===== src/rtl/aes_block_rx.sv =====
// rtl/aes_block_rx.sv - beat-serial block receiver with single-entry output buffer
// Optional inter-beat timeout compiled in with AES_BLOCK_RX_TIMEOUT_EN.
module aes_block_rx #(
  parameter int DW        = 8,
  parameter int BW        = 128,
  parameter int MSB_FIRST = 0,
  parameter int TIMEOUT   = 1024
) (
  input  logic                         clk,
  input  logic                         rst,
  input  logic                         shakehand,
  input  logic [DW-1:0]                rx,
  output logic [BW-1:0]                data_o,
  output logic                         valid_o,
  input  logic                         ready_i,
  output logic                         busy_o,
  output logic [$clog2(BW/DW)-1:0]     beat_cnt_o,
  output logic                         ovf_o,
  output logic                         tmo_o
);

  localparam int N  = BW / DW;
  localparam int CW = $clog2(N);

  if ((BW % DW) != 0 || N < 2 || TIMEOUT < 1 || TIMEOUT > (1 << 20)) begin : g_bad_cfg
    $error("aes_block_rx: illegal DW/BW/TIMEOUT combination");
  end

  typedef enum logic {IDLE, FILL} state_t;

  state_t          state_q, state_d;
  logic            shk_q;
  logic            edge_det;
  logic [CW-1:0]   cnt_q;
  logic [CW-1:0]   slot;
  int unsigned     slot_base;
  logic [BW-1:0]   asm_q, asm_d;
  logic            last_beat;
  logic            load;
  logic            drop;
  logic            tmo_fire;

  assign edge_det  = shakehand & ~shk_q;
  assign last_beat = edge_det && (cnt_q == CW'(N - 1));
  // A drain in the same cycle frees the buffer for the incoming block.
  assign load      = last_beat && (!valid_o || ready_i);
  assign drop      = last_beat && valid_o && !ready_i;

  always_comb begin
    slot      = (MSB_FIRST != 0) ? (CW'(N - 1) - cnt_q) : cnt_q;
    slot_base = int'(slot) * DW;
    asm_d     = asm_q;
    asm_d[slot_base +: DW] = rx;
  end

`ifdef AES_BLOCK_RX_TIMEOUT_EN
  localparam int TW = $clog2(TIMEOUT + 1);
  logic [TW-1:0] idle_q;

  // An edge in the expiry cycle wins over the timeout.
  assign tmo_fire = (state_q == FILL) && !edge_det && (idle_q == TW'(TIMEOUT - 1));

  always_ff @(posedge clk) begin
    if (rst) begin
      idle_q <= '0;
    end else if (state_q != FILL || edge_det || tmo_fire) begin
      idle_q <= '0;
    end else begin
      idle_q <= idle_q + TW'(1);
    end
  end
`else
  assign tmo_fire = 1'b0;
`endif

  always_ff @(posedge clk) begin
    if (rst) begin
      state_q <= IDLE;
    end else begin
      state_q <= state_d;
    end
  end

  always_comb begin
    state_d = state_q;
    case (state_q)
      IDLE:    if (edge_det) state_d = FILL;
      FILL:    if (last_beat || tmo_fire) state_d = IDLE;
      default: state_d = IDLE;
    endcase
  end

  always_comb begin
    busy_o     = (state_q == FILL);
    beat_cnt_o = cnt_q;
  end

  always_ff @(posedge clk) begin
    if (rst) begin
      shk_q <= 1'b1;
      cnt_q <= '0;
      asm_q <= '0;
    end else begin
      shk_q <= shakehand;
      if (edge_det) begin
        asm_q <= asm_d;
        cnt_q <= last_beat ? '0 : cnt_q + CW'(1);
      end else if (tmo_fire) begin
        cnt_q <= '0;
      end
    end
  end

  always_ff @(posedge clk) begin
    if (rst) begin
      data_o  <= '0;
      valid_o <= 1'b0;
      ovf_o   <= 1'b0;
      tmo_o   <= 1'b0;
    end else begin
      ovf_o <= drop;
      tmo_o <= tmo_fire;
      if (load) begin
        data_o  <= asm_d;
        valid_o <= 1'b1;
      end else if (ready_i) begin
        valid_o <= 1'b0;
      end
    end
  end

endmodule


===== config.mk =====
export PLATFORM = sky130hd
export DESIGN_NAME = aes_block_rx
export DESIGN_NICKNAME = d
export VERILOG_FILES = /design/src/rtl/aes_block_rx.sv
export SDC_FILE = /design/constraint.sdc
export NUM_CORES = 1
export LEC_CHECK = 0
export BUFFER_PORTS_ARGS = -buffer_cell sky130_fd_sc_hd__buf_2
export CAP_MARGIN = 10
export CORE_MARGIN = 2
export CORE_UTILIZATION = 58
export CTS_CLUSTER_SIZE = 20
export DETAILED_ROUTE_END_ITERATION = 10
export HOLD_SLACK_MARGIN = 0.1
export PLACE_DENSITY = 0.8
export SLEW_MARGIN = 20
export SYNTH_ARGS = -nofsm -noshare
export SYNTH_HDL_FRONTEND = slang
export SYNTH_SLANG_ARGS = --single-unit

===== constraint.sdc =====
create_clock -name clk -period 3.2 [get_ports clk]
set_clock_uncertainty 0.1 [all_clocks]
set_input_delay 0.32 -clock clk [delete_from_list [all_inputs] [get_ports clk]]
set_output_delay 0.32 -clock clk [all_outputs]
set_load 0.02 [all_outputs]

==> results.ini <==
[outcome]
run_status = finished clean

[timing]
min_period_over_period_pct = 88.20
timing.fmax_ghz = 0.3543
min_period_ns = 2.823
final_worst_slack_ns = 0.3775
max-slew-margin-rel_pct = 30.17
slew_viol_final = 0
grt_setup_unrepaired = false
finalSetupViolations = 0
finalHoldViolCount = 0
totalNegativeSetupSlack_ns = 0
worst_margin_pin_slew_ns = 1.045

[power_and_ir_drop]
power.share.combinational_pct = 3.4
cellPowerDensity_mw_per_mm2 = 507.2
sequentialPowerShare_pct = 48.7
power_leakage_uw = 0.005537
internal_dissipation_uw = 5288
switching_power_uw = 1483
power.share.clock_pct = 47.9
switching_share_pct = 21.90
irDropWorstVdd_v = 0.0003972

[clock_network]
cts_tree = done
clkSinkCount = 264
clock_tree.buffer_depth = 3
clk_pin_slew_worst_paths_ns = 0.06
h_tree_lvl_count = 1
post-cts-setup-buffers = 0
total_cts_buffers = 28
clk_latency_ns = 0.53
cts_root_buffer = sky130_fd_sc_hd__clkbuf_16

[worst_setup_path]
worstPathMaxFanout = 26
critPathLaunchType = flip-flop
cp-end-kind = flip-flop
critPathRequiredTime_ns = 3.52
worstRegToRegCells = 7
timing.reg2reg.setup_slack_ns = 0.38
timing_worst_setup_path_type = flip-flop to flip-flop
regToRegStartpoint = beat_cnt_o[0]$_SDFFE_PP0P_
worst_r2r_end = data_o[49]$_SDFFE_PP0P_
timing.critical_path.arrival_ns = 3.14

[floorplan]
io_pins = 148
coreArea_mm2 = 0.01940
floorplan.rows = 51
initial_utilization_pct = 58.99
dieWidth_um = 144.5
die_h_um = 144.5
fp.dieArea_mm2 = 0.02087

[cells_and_area]
layout.nets = 1302
multi_input_comb_area_mm2 = 0.005687
final_cell_count_no_fill = 1570
layout-drive-gt1-share_pct = 21.30
mostFrequentLayoutCells = 264 x sky130_fd_sc_hd__dfxtp_1, 185 x sky130_fd_sc_hd__mux2i_1, 151 x sky130_fd_sc_hd__nor2_1, 145 x sky130_fd_sc_hd__buf_2, 88 x sky130_fd_sc_hd__a211oi_1
ant_diodes = 0
syn2layout_area_growth_pct = 16.66
register_area_mm2 = 0.005285
mostFrequentLayoutCell = sky130_fd_sc_hd__dfxtp_1
filler_cell_count = 1521

[routing]
dr_total_vias = 9287
route.detailed.vias_per_inst = 5.915
initialDrtViolationCount = 677
antenna_violating_nets_post_route = 0
route.detailed.drc = 0
drt-total-wl_um = 29250
detail_route.first_pass.iterations = 5
wl_per_cell_um = 18.63

[grt]
residual_overflow_from_global_routing = 0
total_global_route_track_usage_pct = 27.50
grt_first_pass_wirelength_um = 45970
grt_start_max_net_pins = 158
antenna_found_initial = 0
first_global_vias = 8791

[synthesis]
post_synth_instance_area_mm2 = 0.01144
synthDistinctLibCells = 61
synth.yosys.seq_area_share_pct = 46.18
synth-seq-cells = 264
syn_inst = 1171
synth_enable_flop_cells = 0
synth_largest_type_area_fraction_pct = 46.18
synthArstFlopShare_pct = 0
syn-num-nets = 1188
synth.yosys.warnings = 0
synth_area_leaders = sky130_fd_sc_hd__dfxtp_1 46%, sky130_fd_sc_hd__mux2i_1 16%, sky130_fd_sc_hd__a211oi_1 5.8%
postSynth.topFlopCell = sky130_fd_sc_hd__dfxtp_1
synth.avg_cell_area_um2 = 9.772
post-synth-top-area-cell = sky130_fd_sc_hd__dfxtp_1

[place]
dp_worst_setup_slack_ns = 0.4545
detailed_place_hpwl_um = 19260
gp_congestion = 0.8774
dp_cells = 1512
numPortBuffers = 146

[hold_path]
hold_path_startpoint = rx[4]
whs_endpoint = asm_q[4]$_SDFFE_PP0P_
min_delay_path_depth = 3
worstHoldPathType = primary input to flip-flop

[job]
cap_viol_max_count = 0

final cells by class:
cell class / instances / area share, %
timing repair buffer: 184 / 8.154
multi-input combinational: 800 / 42.60
tap: 265 / 2.484
sequential: 264 / 39.59
clock inverter: 7 / 0.4780
clock buffer: 43 / 6.504
inverter: 7 / 0.1968
power by group through the flow:
| stage | Sequential, uW | Combinational [uW] | Clock, uW |
|---|---|---|---|
| 5_1_grt | 3290 | 242 | 3380 |
| 4_1_cts | 3290 | 224 | 3260 |
| 2_1_floorplan | 3370 | 144 | 0 |
| 6_report | 3290 | 230 | 3250 |
| 3_5_place_dp | 3370 | 216 | 0 |
| 3_3_place_gp | 3370 | 214 | 0 |
what timing repair did:
action / in CTS / in global routing
hold buffers: 8 / 0
resized for setup: 0 / 0
endpoints found under the hold margin: 18 / 0
worst max path at each step:
stage                                    endpoint  slack [ns]                  startpoint
after global placement      asm_q[2]$_SDFFE_PP0P_        0.56  beat_cnt_o[0]$_SDFFE_PP0P_
after floorplan            asm_q[56]$_SDFFE_PP0P_        0.29  beat_cnt_o[0]$_SDFFE_PP0P_
after CTS                 data_o[49]$_SDFFE_PP0P_        0.43  beat_cnt_o[0]$_SDFFE_PP0P_
final                     data_o[49]$_SDFFE_PP0P_        0.38  beat_cnt_o[0]$_SDFFE_PP0P_
after global routing       asm_q[66]$_SDFFE_PP0P_        0.27  beat_cnt_o[0]$_SDFFE_PP0P_
after detailed placement  data_o[50]$_SDFFE_PP0P_        0.45  beat_cnt_o[0]$_SDFFE_PP0P_
flip-flops by register name, indices dropped and copies added, names as in the netlist:
register and cells:
beat_cnt_o 4, valid_o 1, shk_q 1, asm_q 128
ovf_o 1, data_o 128, busy_o 1
synthesized netlist by cell type (all sizes together), types with 6 or more instances:
| cell | instances |
|---|---|
| o21ai | 33 |
| o21a | 17 |
| nor2b | 15 |
| nand2 | 80 |
| inv | 7 |
| a211oi | 89 |
| and2 | 8 |
| a21oi | 36 |
| nor3 | 31 |
| dfxtp | 264 |
| clkbuf | 45 |
| o311ai | 9 |
| nor2 | 152 |
| and3 | 12 |
| o211ai | 10 |
| mux2i | 185 |
| a21o | 10 |
| nand3 | 39 |
| buf | 55 |
| o221a | 16 |
| a211o | 6 |
critical path, stage by stage, from the launching register on:
cell and delay [ns]:
sky130_fd_sc_hd__dfxtp_1 0.33, sky130_fd_sc_hd__buf_4 0.26, sky130_fd_sc_hd__nor3_1 0.10, sky130_fd_sc_hd__ha_1 0.27, sky130_fd_sc_hd__or3b_1 0.50, sky130_fd_sc_hd__a21oi_2 0.40, sky130_fd_sc_hd__nand2_1 0.37, sky130_fd_sc_hd__o221a_2 0.38
layer usage:
metal  GRT usage (%)  vias to the layer above  routed length [um]
li1                -                     4455                   -
met2           45.37                      343               13950
met5               0                        -                   0
met3           3.808                       47                2014
met1           37.84                     4442               12670
met4           7.818                        0                 614
through the flow:
stage          hold slack [ns]  power [uW]  utilization (%)  cell area (um^2)
2_1_floorplan           0.3266        3514                -             11440
3_3_place_gp            0.3399        3582            63.60             12340
3_5_place_dp            0.3485        3584            63.60             12340
4_1_cts                 0.1146        6776            68.82             13350
5_1_grt                 0.1688        6914            68.82             13350
6_report                0.1403        6771            68.82             13350
cells by family after synthesis:
logic type | share of synthesized area [%]
simple gates | 15.60
flops | 46.18
compound gates | 16.77
mux | 16.18
buf+inv | 4.209
fa+ha+maj | 0.5467
xor+xnor | 0.4702
other cells | 0.03277
No activity file was read; power rests on OpenSTA's default activity.
